[src/rtl/dvi_fifo_writer_pkg.sv]
// Pixel-path definitions shared by the FIFO writer and sync_controller:
// FIFO word layout, default active-area size and the writer state type.
package dvi_fifo_writer_pkg;

    localparam int WORD_W       = 44;
    localparam int X_HI         = 43;
    localparam int X_LO         = 34;
    localparam int Y_HI         = 33;
    localparam int Y_LO         = 24;
    localparam int R_HI         = 23;
    localparam int R_LO         = 16;
    localparam int G_HI         = 15;
    localparam int G_LO         = 8;
    localparam int B_HI         = 7;
    localparam int B_LO         = 0;
    localparam int H_ACTIVE_DEF = 640;
    localparam int V_ACTIVE_DEF = 480;

    typedef enum logic {
        S_SYNC,
        S_RUN
    } wr_state_t;

    function automatic logic [WORD_W-1:0] pack_word(
        input logic [9:0] x,
        input logic [9:0] y,
        input logic [7:0] r,
        input logic [7:0] g,
        input logic [7:0] b
    );
        logic [WORD_W-1:0] w;
        w             = '0;
        w[X_HI:X_LO]  = x;
        w[Y_HI:Y_LO]  = y;
        w[R_HI:R_LO]  = r;
        w[G_HI:G_LO]  = g;
        w[B_HI:B_LO]  = b;
        return w;
    endfunction

endpackage

[src/rtl/dvi_fifo_writer.sv]
// Producer side of the DVI pixel FIFO: tracks active-area coordinates and
// writes one {x, y, r, g, b} word per in-range pixel, dropping on FIFO full.
module dvi_fifo_writer
    import dvi_fifo_writer_pkg::*;
#(
    parameter int   H_ACTIVE = H_ACTIVE_DEF,
    parameter int   V_ACTIVE = V_ACTIVE_DEF,
    parameter logic VS_POL   = 1'b1
) (
    input  logic              clk_25,
    input  logic              rst_n,
    input  logic              de,
    input  logic              vsync,
    input  logic [7:0]        pix_r,
    input  logic [7:0]        pix_g,
    input  logic [7:0]        pix_b,
    input  logic              wrfull,
    output logic              wrclk,
    output logic              wrreq,
    output logic [WORD_W-1:0] data,
    output logic              overflow,
    output logic [15:0]       drop_count,
    output logic              frame_err
);

    localparam logic [10:0] H_LIM = 11'(H_ACTIVE);
    localparam logic [10:0] V_LIM = 11'(V_ACTIVE);

    wr_state_t         state, state_n;
    logic [9:0]        x, x_n, y, y_n;
    logic              de_d;
    logic              wrreq_n, overflow_n, frame_err_n;
    logic [WORD_W-1:0] data_n;
    logic [15:0]       drop_count_n;
    logic              vs_on, in_range;

    assign wrclk    = clk_25;
    assign vs_on    = (vsync == VS_POL);
    assign in_range = ({1'b0, x} < H_LIM) && ({1'b0, y} < V_LIM);

    always_comb begin
        state_n      = state;
        x_n          = x;
        y_n          = y;
        wrreq_n      = 1'b0;
        data_n       = data;
        overflow_n   = overflow;
        drop_count_n = drop_count;
        frame_err_n  = frame_err;
        case (state)
            S_SYNC: begin
                if (vs_on) state_n = S_RUN;
            end
            S_RUN: begin
                // vsync takes priority over both pixels and the line-end edge
                if (vs_on) begin
                    x_n = '0;
                    y_n = '0;
                end else if (de) begin
                    if (x != 10'h3FF) x_n = x + 10'd1;
                    if (!in_range) begin
                        frame_err_n = 1'b1;
                    end else if (wrfull) begin
                        overflow_n = 1'b1;
                        if (drop_count != 16'hFFFF) drop_count_n = drop_count + 16'd1;
                    end else begin
                        wrreq_n = 1'b1;
                        data_n  = pack_word(x, y, pix_r, pix_g, pix_b);
                    end
                end else if (de_d) begin
                    x_n = '0;
                    if (y != 10'h3FF) y_n = y + 10'd1;
                end
            end
            default: state_n = S_SYNC;
        endcase
    end

    always_ff @(posedge clk_25 or negedge rst_n) begin
        if (!rst_n) begin
            state      <= S_SYNC;
            x          <= '0;
            y          <= '0;
            de_d       <= 1'b0;
            wrreq      <= 1'b0;
            data       <= '0;
            overflow   <= 1'b0;
            drop_count <= '0;
            frame_err  <= 1'b0;
        end else begin
            state      <= state_n;
            x          <= x_n;
            y          <= y_n;
            de_d       <= de;
            wrreq      <= wrreq_n;
            data       <= data_n;
            overflow   <= overflow_n;
            drop_count <= drop_count_n;
            frame_err  <= frame_err_n;
        end
    end

endmodule
[config.mk]
export PLATFORM = sky130hd
export DESIGN_NAME = dvi_fifo_writer
export DESIGN_NICKNAME = d
export VERILOG_FILES = /design/src/rtl/dvi_fifo_writer_pkg.sv /design/src/rtl/dvi_fifo_writer.sv
export SDC_FILE = /design/constraint.sdc
export NUM_CORES = 1
export LEC_CHECK = 0
export CAP_MARGIN = 30
export CORE_MARGIN = 3
export CORE_UTILIZATION = 44
export DETAILED_ROUTE_END_ITERATION = 10
export PLACE_DENSITY = 0.8
export SLEW_MARGIN = 20
export SYNTH_ARGS = -nofsm -noshare
export SYNTH_HDL_FRONTEND = slang
export SYNTH_SLANG_ARGS = --single-unit
[constraint.sdc]
create_clock -name clk_25 -period 1.85 [get_ports clk_25]
set_input_delay 0.555 -clock clk_25 [delete_from_list [all_inputs] [get_ports clk_25]]
set_output_delay 0.555 -clock clk_25 [all_outputs]
set_load 0.03 [all_outputs]
==> results of run 1 <==
[where the power goes]
| part | switching (W) | total (W) | internal, W | leakage (nW) |
|---|---|---|---|---|
| sequential | 0.000133 | 0.00218 | 0.00204 | 1.11 |
| clock | 0.000722 | 0.00166 | 0.000937 | 0.130 |
| combinational | 0.000688 | 0.00124 | 0.000557 | 1.43 |
| total | 0.00154 | 0.00508 | 0.00354 | 2.66 |
[worst max-delay path, cell delays in order, from the launching register on]
cell and delay [ps]:
dfrtp_1 470, and4_1 290, nand3_1 210, o31a_1 440, buf_6 160, mux2_4 290
[repair_timing]
item	CTS	global route
gates resized for setup	119	49
endpoints found under the hold margin	0	0
endpoints found under the setup margin	122	73
hold buffers	0	0
buffers inserted	13	1
gates cloned	5	0
pin swaps	6	16
[flip-flops by register name (all words and copies together), names as in the netlist]
name	count
data	44
drop_count	16
x	10
y	10
de_d	1
frame_err	1
overflow	1
state	1
wrreq	1
[final cells by class]
cell class | instances | area [um^2]
timing repair buffer | 141 | 1320
tap | 102 | 128
clock inverter | 5 | 77.6
sequential | 85 | 2130
multi-input combinational | 195 | 1700
fill | 574 | 2350
clock buffer | 13 | 180
inverter | 2 | 7.51
[cell usage in the layout (no fill, tap or decap), types with 4 or more instances in the layout]
master,n
nand2b_1,4
clkbuf_8,12
buf_4,36
buf_8,4
nand3_1,13
dfrtp_1,83
nand4_1,13
clkdlybuf4s15_2,6
and3_1,4
xnor2_1,14
clkdlybuf4s50_1,25
buf_6,7
nor2_1,20
mux2_4,44
clkbuf_2,5
nand2_1,15
buf_12,5
nor2b_1,4
nor4_1,4
xor2_1,12
dlygate4sd2_1,50
[stage by stage]
stage	setup slack [ps]	std cells	util (%)	cell area (um^2)
after floorplan	-150	291	-	3700
after global placement	-572	514	63.4	5000
after detailed placement	-585	514	63.4	5000
after CTS	-157	549	70.4	5560
after global routing	-184	543	70.2	5540
final	-110	543	70.2	5540
[cells by family after synthesis]
kind of cell | Yosys count | share of synthesized area [%]
buffers and inverters | 11 | 2.08
XOR/XNOR | 27 | 6.45
adder cells (fa/ha/maj) | 3 | 1.02
flip-flops | 85 | 58.0
multiplexers | 44 | 13.5
AO/OA/AOI/OAI | 17 | 3.48
AND/OR/NAND/NOR | 104 | 15.4
[routing by layer]
metal / vias up / track usage (%) / wire [um] / share of wire [%]
met2: 104 / 32.4 / 4800 / 50
met5: - / 0 / 0 / 0
li1: 1318 / - / - / -
met1: 1438 / 25.0 / 4010 / 42
met3: 10 / 6.53 / 635 / 6.6
met4: 0 / 7.88 / 140 / 1.5
[worst max-delay path by stage]
stage	start	cells past startpoint	to	slack, ps
6_report	drop_count[9]	5	drop_count[1]	-110
4_1_cts	y[8]	7	data[20]	-160
2_1_floorplan	x[8]	5	data[36]	-150
5_1_grt	drop_count[9]	5	drop_count[1]	-180
3_5_place_dp	vsync	8	drop_count[5]	-580
3_3_place_gp	vsync	8	drop_count[7]	-570
==> summary.md, run 1 <==
| Metric | Value |
|---|---|
| Power Density | `roughly 900 nW/um^2` |
| Min setup slack post-route | `-110 ps` |
| Worst r2r src | `drop_count[9]` |
| First-pass GRT wire length | `15.0 mm` |
| Vias | `2870` |
| Grt total ovfl | `0` |
| Placement row count | `32` |
| Ys flop type | `dfrtp_1` |
| Final setup fails | `50` |
| Max cap viols | `0` |
| Die width | `97.3 um` |
| Max VDD drop | `about 0.00073 V` |
| Net count after synthesis | `323` |
| Vias in the first global route | `3020` |
| Fin crit period | `between 1500 and 2000 ps` |
| Kind of critical path | `flop to flop` |
| Synthesized flop and latch total | `85` |
| Mean post-synth cell area | `12.6 um^2` |
| DRC Markers | `0` |
| Total detailed-routing wirelength | `about 9.6 mm` |
| Ys async rst share | `100%` |
| Crit path DAT | `approximately 2300 ps` |
| DP Wirelength | `5.71 mm` |
| Initial antenna violation count | `0` |
| Crit path required time | `between 2000 and 2500 ps` |
| # nets final | `470` |
| Crit start category | `flop` |
| Synth area leader | `dfrtp_1` |
| Seq/Total Area, Yosys | `58.0%` |
| Core area | `7890 um^2` |
| Iter 0 DRT Violations | `148` |
| P&R area growth vs syn | `51.0%` |
| Reg2reg end | `drop_count[1]` |
| Final hold vios | `0` |
| Pin count of the biggest net entering global routing | `86` |
| Worst-path maximum fanout | `5` |
| R2R cell count | `5` |
| Die height | `around 97 um` |
| Number of port buffers | `between 90 and 100` |
| Cell with the most instances after synthesis | `dfrtp_1` |
| F_max | `0.510 GHz` |
| Reg2reg setup slack | `-110 ps` |
| Status | `finished, violations left` |
| Worst slew margin | `between 70 and 80%` |
| Worst Tran Pin Value | `~440 ps` |
| CP endpoint kind | `flop` |
| I/O pins | `93` |
| Final slew viol count | `0` |
| Skew final | `9.27 ps` |
| Cell area after synthesis | `between 3000 and 4000 um^2` |
| RSZ-0062 raised after global routing | `true` |
| Post-DR vias/cell | `~5.3` |
| Setup TNS | `-3310 ps` |
| Final GP Congestion | `0.854` |
| Total Power | `slightly above 0.005 W` |
| # diodes | `0` |
| Fin Hold WS | `~120 ps` |
| Starting Density | `46.5%` |
| Cell count after synthesis | `291` |
| Clock transition at the registers of the reported paths | `80 ps` |
| Die area | `9460 um^2` |
| Synth top cells by count | `dfrtp_1, mux2_1, nor2_1` |
| Synth top area cells | `dfrtp_1, mux2_1, xnor2_1` |
| Period utilization | `106%` |
| Routed len/inst | `17.6 um` |
| Synth top area share | `between 50% and 60%` |
| Post-synth EDFFs | `0` |
| P_leak | `2.66 nW` |
| Clock latency on the worst-skew pair | `roughly 460 ps` |
| Detailed Routing Iterations Pass 1 | `4` |
| Library cells used by synthesis | `40` |
| Total GRT Usage | `20.0%` |
| Layout cells sized above 1 | `about a third` |
| Post-detailed-route count of antenna-violating nets | `0` |
| Class of the worst hold path | `input pin to async pin` |
| CTS tree | `done` |
| Synth warnings | `0` |
| Failing checks | `setup timing` |
(Power assumes the default switching activity.)
==> run 2, diff against run 1 <==
- CORE_UTILIZATION: 44 -> 49
- PLACE_DENSITY: 0.8 -> 0.84
- clock period: 1.85 -> 2.18 ns (I/O delays scaled with it)
==> run 2 against run 1 <==
The flow now finishes without violations; count of clock-buffer cells in the layout unchanged; first-iteration DRC count down 67%; global-route usage down 0.19 points; clock skew is essentially flat; largest cell class unchanged; largest power group unchanged; via count is 7.5% lower; non-clock buffer count down 27.
==> summary.md, run 2 (synthesis results as in run 1) <==
| Metric | Value |
|---|---|
| Gr busiest metal | `met2 (unchanged)` |
| Placement row count | `30 (was 32)` |
| Number of port buffers | `92 (unchanged)` |
| Final GP Congestion | `0.862 (was 0.854)` |
| Crit path DAT | `1480 ps (was 2310 ps)` |
| Period utilization | `97.7%` |
| Clock latency on the worst-skew pair | `450 ps (was 460 ps)` |
| Kind of critical path | `flop to primary output (was flop to flop)` |
| F_max | `0.469 GHz` |
| Post-layout util | `72.9% (was 70.2%)` |
| Detailed Routing Iterations Pass 1 | `4 (unchanged)` |
| Met3 usage | `6.09% (was 6.53%)` |
| Worst Tran Pin Value | `432 ps (was 441 ps)` |
| Layout cells sized above 1 | `13.5% (was 32.4%)` |
| Max VDD drop | `0.000800 V (was 0.000729 V)` |
| Worst slew margin | `70.9% (was 70.6%)` |
| Hold-fix buffers, CTS | `0 (unchanged)` |
| Psw | `0.00124 W (was 0.00154 W)` |
| Die height | `92.5 um (was 97.3 um)` |
| Power Density | `792 nW/um^2 (was 918 nW/um^2)` |
| Vias in the first global route | `2851 (was 3020)` |
| Met1 Use GR | `24.0% (was 25.0%)` |
| Max cap viols | `0 (unchanged)` |
| CP endpoint kind | `primary output (was flop)` |
| P_leak | `2.68 nW (was 2.66 nW)` |
| Final instance count without filler cells | `510 (was 543)` |
| Most frequent cells in the layout | `dfrtp_1, clkdlybuf4s50_1, mux2_1, dlymetal6s2s_1, nor2_1 (was dfrtp_1, dlygate4sd2_1, mux2_4, buf_4, clkdlybuf4s50_1)` |
| CP Cell Sequence | `clkdlybuf4s50_1 (was and4_1 > nand3_1 > o31a_1 > buf_6 > mux2_4)` |
| I/O pins | `93 (unchanged)` |
| # nets final | `443 (was 470)` |
| Post-detailed-route count of antenna-violating nets | `0 (unchanged)` |
| Internal power | `0.00281 W (was 0.00354 W)` |
| Sequential cell area | `2130 um^2 (about the same)` |
| Fillers | `503 (was 574)` |
| Crit start category | `flop (unchanged)` |
| Final slew viol count | `0 (unchanged)` |
| Max reg flops | `44 (unchanged)` |
| Reg with most FFs | `data (unchanged)` |
| Vias | `2656 (was 2870)` |
| CP delay by family, top | `buffers and inverters (was simple AND/OR/NAND/NOR gates)` |
| Worst-path maximum fanout | `2 (was 5)` |
| CTS tree | `done (unchanged)` |
| Grt total ovfl | `0 (unchanged)` |
| Clock power frac | `31.3% (was 32.7%)` |
| Class of the worst hold path | `input pin to async pin (unchanged)` |
| Die width | `92.5 um (was 97.3 um)` |
| Worst path max stage delay | `670 ps (was 470 ps)` |
| Die area | `8560 um^2 (was 9460 um^2)` |
| Worst path slowest cell | `clkdlybuf4s50_1 (was dfrtp_1)` |
| Cell Count Post-Placement | `493 (was 514)` |
| Core area | `7020 um^2 (was 7890 um^2)` |
| Starting Density | `52.2% (was 46.5%)` |
| Skew final | `9.24 ps (was 9.27 ps)` |
| Comb power frac | `23.0% (was 24.5%)` |
| Fin crit period | `approximately 2100 ps` |
| Total detailed-routing wirelength | `7.81 mm (was 9.58 mm)` |
| # diodes | `0 (unchanged)` |
| Total GRT Usage | `19.8% (was 20.0%)` |
| DP Wirelength | `5.66 mm (was 5.71 mm)` |
| DRC Markers | `0 (unchanged)` |
| Commonest non-fill, non-tap cell in the layout | `dfrtp_1 (unchanged)` |
| RSZ-0062 raised after global routing | `false (was true)` |
| Crit path required time | `1530 ps (was 2200 ps)` |
| Initial antenna violation count | `0 (unchanged)` |
| First-pass GRT wire length | `13.5 mm (was 15.0 mm)` |
| CP bufs+invs | `1 (unchanged)` |
| Post-DR vias/cell | `5.21 (was 5.29)` |
| Status | `completed (was finished, violations left)` |
| Met2 GRT Util | `33.1% (was 32.4%)` |
| Sw Share | `30.7% (was 30.4%)` |
| P&R area growth vs syn | `39.7% (was 51.0%)` |
| Final hold vios | `0 (unchanged)` |
| Largest registers | `data (44), drop_count (16) (unchanged)` |
| Final setup fails | `0 (was 50)` |
| Clock transition at the registers of the reported paths | `80 ps (about the same)` |
| Sequential fraction of design power | `45.7% (was 42.9%)` |
| Pin count of the biggest net entering global routing | `32 (was 86)` |
| Routed len/inst | `15.3 um (was 17.6 um)` |
| Area of the multi-input gates | `1460 um^2 (was 1700 um^2)` |
| Iter 0 DRT Violations | `49 (was 148)` |
[run 2: cell types whose count changed in the layout (fill, tap and decap cells not counted), sizes merged]
cell / delta
dlygate4sd2: -33
buf: -28
dlymetal6s2s: +28
clkdlybuf4s50: +19
clkdlybuf4s15: -9
clkbuf: -4
clkinv: +2
bufinv: -1
clkinvlp: -1
[run 2: metal layers]
metal / vias up / routed length [um]
li1: 1270 / -
met1: 1313 / 3340
met2: 65 / 3930
met3: 8 / 451
met4: 0 / 85
met5: - / 0
[run 2: timing repair]
action	4_1_cts	5_1_grt
setup buffers	0	0
gates cloned	0	0
endpoints found under the setup margin	18	29
gates resized for setup	21	29
[run 2: worst paths after layout]
check	slack, ps	cells past startpoint	start	endpoint
max	50	1	data[26]	data[26]
min	70	1	rst_n	data[40]
max reg2reg	150	5	y[8]	data[27]
min reg2reg	480	1	data[4]	data[4]
max in group asynchronous	1570	2	rst_n	data[7]
min in group clk_25	480	1	data[4]	data[4]
[run 2: area by class of cell]
class	count	area share, %
flip-flops and latches	85	41.5
multi-input cells	195	28.6
repair buffers	114	22.8
clock buffers	13	3.49
well taps	96	2.35
clock inverters	5	1.05
inverters	2	0.147
[run 2: per-stage QoR]
| step | instance area [um^2] | TNS, ps | power [W] | setup WS (ps) | hold WS [ps] |
|---|---|---|---|---|---|
| 2_1_floorplan | 3670 | 0 | 0.00244 | 104 | 358 |
| 3_3_place_gp | 4850 | -9700 | 0.00290 | -264 | 455 |
| 3_5_place_dp | 4850 | -10880 | 0.00294 | -283 | 475 |
| 4_1_cts | 5050 | 0 | 0.00412 | 2.40 | 52.9 |
| 5_1_grt | 5120 | 0 | 0.00425 | 0.950 | 53.2 |
| 6_report | 5120 | 0 | 0.00405 | 49.5 | 68.8 |
[run 2: power by group through the flow]
stage          clock network [W]  logic [W]  registers [W]
4_1_cts                  0.00131   0.000958        0.00185
6_report                 0.00127   0.000933        0.00185
3_5_place_dp           0.0000764   0.000977        0.00188
2_1_floorplan          0.0000687   0.000210        0.00216
5_1_grt                  0.00138   0.000998        0.00188
3_3_place_gp           0.0000764   0.000955        0.00187
==> run 3, diff against run 2 <==
- CORE_UTILIZATION: 49 -> 51
- CTS_BUF_LIST: default -> sky130_fd_sc_hd__clkbuf_8
- PLACE_DENSITY: 0.84 -> 0.87
- REMOVE_ABC_BUFFERS: default -> 1
==> run 3 against run 2 <==
Clock skew rose by 10 ps; clock power rose by 14%; routed wire length rose by 5.5%; combinational power fell by 3.1%; critical path type unchanged; total power rose by 4.3%; critical path depth did not move; worst hold slack improved by 410 ps; cell area barely moved; highest routed layer unchanged; non-clock buffer count fell by 1; cell count did not move.
==> summary.md, run 3 (synthesis results as in run 1) <==
| Metric | Value |
|---|---|
| P_leak | `2.61 nW (was 2.68 nW)` |
| Worst-path maximum fanout | `2 (unchanged)` |
| Setup WS pre-CTS | `-439 ps (was -283 ps)` |
| CP delay by family, top | `buffers and inverters (unchanged)` |
| Die area | `8240 um^2 (was 8560 um^2)` |
| Number of port buffers | `92 (unchanged)` |
| Final hold vios | `0 (unchanged)` |
| # diodes | `0 (unchanged)` |
| Pin count of the biggest net entering global routing | `49 (was 32)` |
| Worst Tran Pin Value | `449 ps (was 432 ps)` |
| Sequential fraction of design power | `44.2% (was 45.7%)` |
| CTS tree | `done (unchanged)` |
| Setup TNS | `0 ps (unchanged)` |
| Worst r2r src | `y[8] (unchanged)` |
| Vias in the first global route | `2863 (was 2851)` |
| Psw | `0.00127 W (was 0.00124 W)` |
| Crit path required time | `1530 ps (about the same)` |
| Grt total ovfl | `0 (unchanged)` |
| Iter 0 DRT Violations | `123 (was 49)` |
| Max VDD drop | `0.000718 V (was 0.000800 V)` |
| Routed len/inst | `16.2 um (was 15.3 um)` |
| Period utilization | `98.3% (was 97.7%)` |
| Internal power | `0.00295 W (was 0.00281 W)` |
| Largest registers | `data (44), drop_count (16) (unchanged)` |
| Clock power frac | `34.4% (was 31.3%)` |
| Initial antenna violation count | `0 (unchanged)` |
| Sw Share | `30.2% (was 30.7%)` |
| Post-DR vias/cell | `5.35 (was 5.21)` |
| Fin crit period | `2140 ps (was 2130 ps)` |
| Final Instance Area | `5120 um^2 (about the same)` |
| Hold path start | `overflow` |
| Crit path DAT | `1490 ps (was 1480 ps)` |
| Crit path from | `data[8] (was data[26])` |
| Final GP Congestion | `0.876 (was 0.862)` |
| I/O pins | `93 (unchanged)` |
| CP endpoint kind | `primary output (unchanged)` |
| Max cap viols | `0 (unchanged)` |
| CP Cell Sequence | `clkdlybuf4s50_1 (unchanged)` |
| Die height | `90.8 um (was 92.5 um)` |
| CP bufs+invs | `1 (unchanged)` |
| Total GRT Usage | `21.1% (was 19.8%)` |
| P&R area growth vs syn | `39.8% (was 39.7%)` |
| Die width | `90.8 um (was 92.5 um)` |
| Max reg flops | `44 (unchanged)` |
| Reg with most FFs | `data (unchanged)` |
| Detailed Routing Iterations Pass 1 | `4 (unchanged)` |
| F_max | `0.466 GHz (was 0.469 GHz)` |
| Layout cells sized above 1 | `13.5% (unchanged)` |
| Kind of critical path | `flop to primary output (unchanged)` |
| Final slew viol count | `0 (unchanged)` |
| Post-detailed-route count of antenna-violating nets | `0 (unchanged)` |
| Status | `completed (unchanged)` |
| Most frequent cells in the layout | `dfrtp_1, clkdlybuf4s50_1, mux2_1, dlygate4sd2_1, nor2_1 (was dfrtp_1, clkdlybuf4s50_1, mux2_1, dlymetal6s2s_1, nor2_1)` |
| RSZ-0062 raised after global routing | `false (unchanged)` |
| Core area | `6870 um^2 (was 7020 um^2)` |
| Min setup slack post-route | `36.1 ps (was 49.5 ps)` |
| Total detailed-routing wirelength | `8.24 mm (was 7.81 mm)` |
| Crit start category | `flop (unchanged)` |
| Class of the worst hold path | `flop to flop (was input pin to async pin)` |
| First-pass GRT wire length | `13.8 mm (was 13.5 mm)` |
| Skew final | `19.3 ps (was 9.24 ps)` |
| Clock latency on the worst-skew pair | `470 ps (was 450 ps)` |
| DRC Markers | `0 (unchanged)` |
| Comb power frac | `21.4% (was 23.0%)` |
| Final setup fails | `0 (unchanged)` |
| Post-CTS Setup Bufs | `0 (unchanged)` |
| Worst slew margin | `69.8% (was 70.9%)` |
| Starting Density | `53.4% (was 52.2%)` |
| Placement row count | `30 (unchanged)` |
| Power Density | `825 nW/um^2 (was 792 nW/um^2)` |
| Placed cell areas | `4820 um^2 (was 4850 um^2)` |
| Vias | `2728 (was 2656)` |
| Commonest non-fill, non-tap cell in the layout | `dfrtp_1 (unchanged)` |
| Worst path max stage delay | `670 ps (about the same)` |
| Worst path slowest cell | `clkdlybuf4s50_1 (unchanged)` |
| DP Wirelength | `5.79 mm (was 5.66 mm)` |
| # nets final | `442 (was 443)` |
| Clock transition at the registers of the reported paths | `90 ps (was 80 ps)` |
## run 3: per-stage QoR
step | total power, W | utilization (%) | std cells | hold slack, ps
after detailed placement | 0.00293 | 70.1 | 491 | 461
final | 0.00423 | 74.6 | 510 | 480
after global routing | 0.00441 | 74.6 | 510 | 498
after global placement | 0.00289 | 70.1 | 491 | 457
after floorplan | 0.00236 | - | 282 | 358
after CTS | 0.00428 | 73.8 | 510 | 484
## run 3: layout make-up
cell class | instances | area, um^2
Inverter | 2 | 7.51
Clock buffer | 14 | 193
Clock inverter | 5 | 85.1
Tap cell | 96 | 120
Timing Repair Buffer | 113 | 1120
Sequential cell | 85 | 2130
Multi-Input combinational cell | 195 | 1470
Fill cell | 481 | 1750
## run 3: routing by layer
layer	share of wire, %	track usage (%)	up-vias
met4	0.90	7.66	0
met3	7.3	6.75	8
met1	44	26.1	1334
met5	0	0	-
met2	48	34.8	115
li1	-	-	1271
## run 3: repair_timing
| item | in CTS | in global routing |
|---|---|---|
| hold endpoints to repair | 5 | 0 |
| resized for setup | 25 | 21 |
| endpoints found under the setup margin | 24 | 33 |
| hold buffers | 1 | 0 |
## run 3: path summary, 6_finish.rpt
path | end | slack [ps] | cells past startpoint
max | data[8] | 40 | 1
min | overflow | 480 | 1
max reg2reg | data[23] | 120 | 5
min reg2reg | overflow | 480 | 1
max in group asynchronous | data[4] | 1030 | 3
min in group asynchronous | data[11] | 560 | 2
## run 3: power by group through the flow
stage	Combinational [W]	Sequential [W]	Clock, W
6_report	0.000904	0.00187	0.00145
5_1_grt	0.000960	0.00189	0.00156
4_1_cts	0.000920	0.00187	0.00149
3_5_place_dp	0.000950	0.00190	0.0000764
3_3_place_gp	0.000927	0.00189	0.0000764
2_1_floorplan	0.000185	0.00217	0
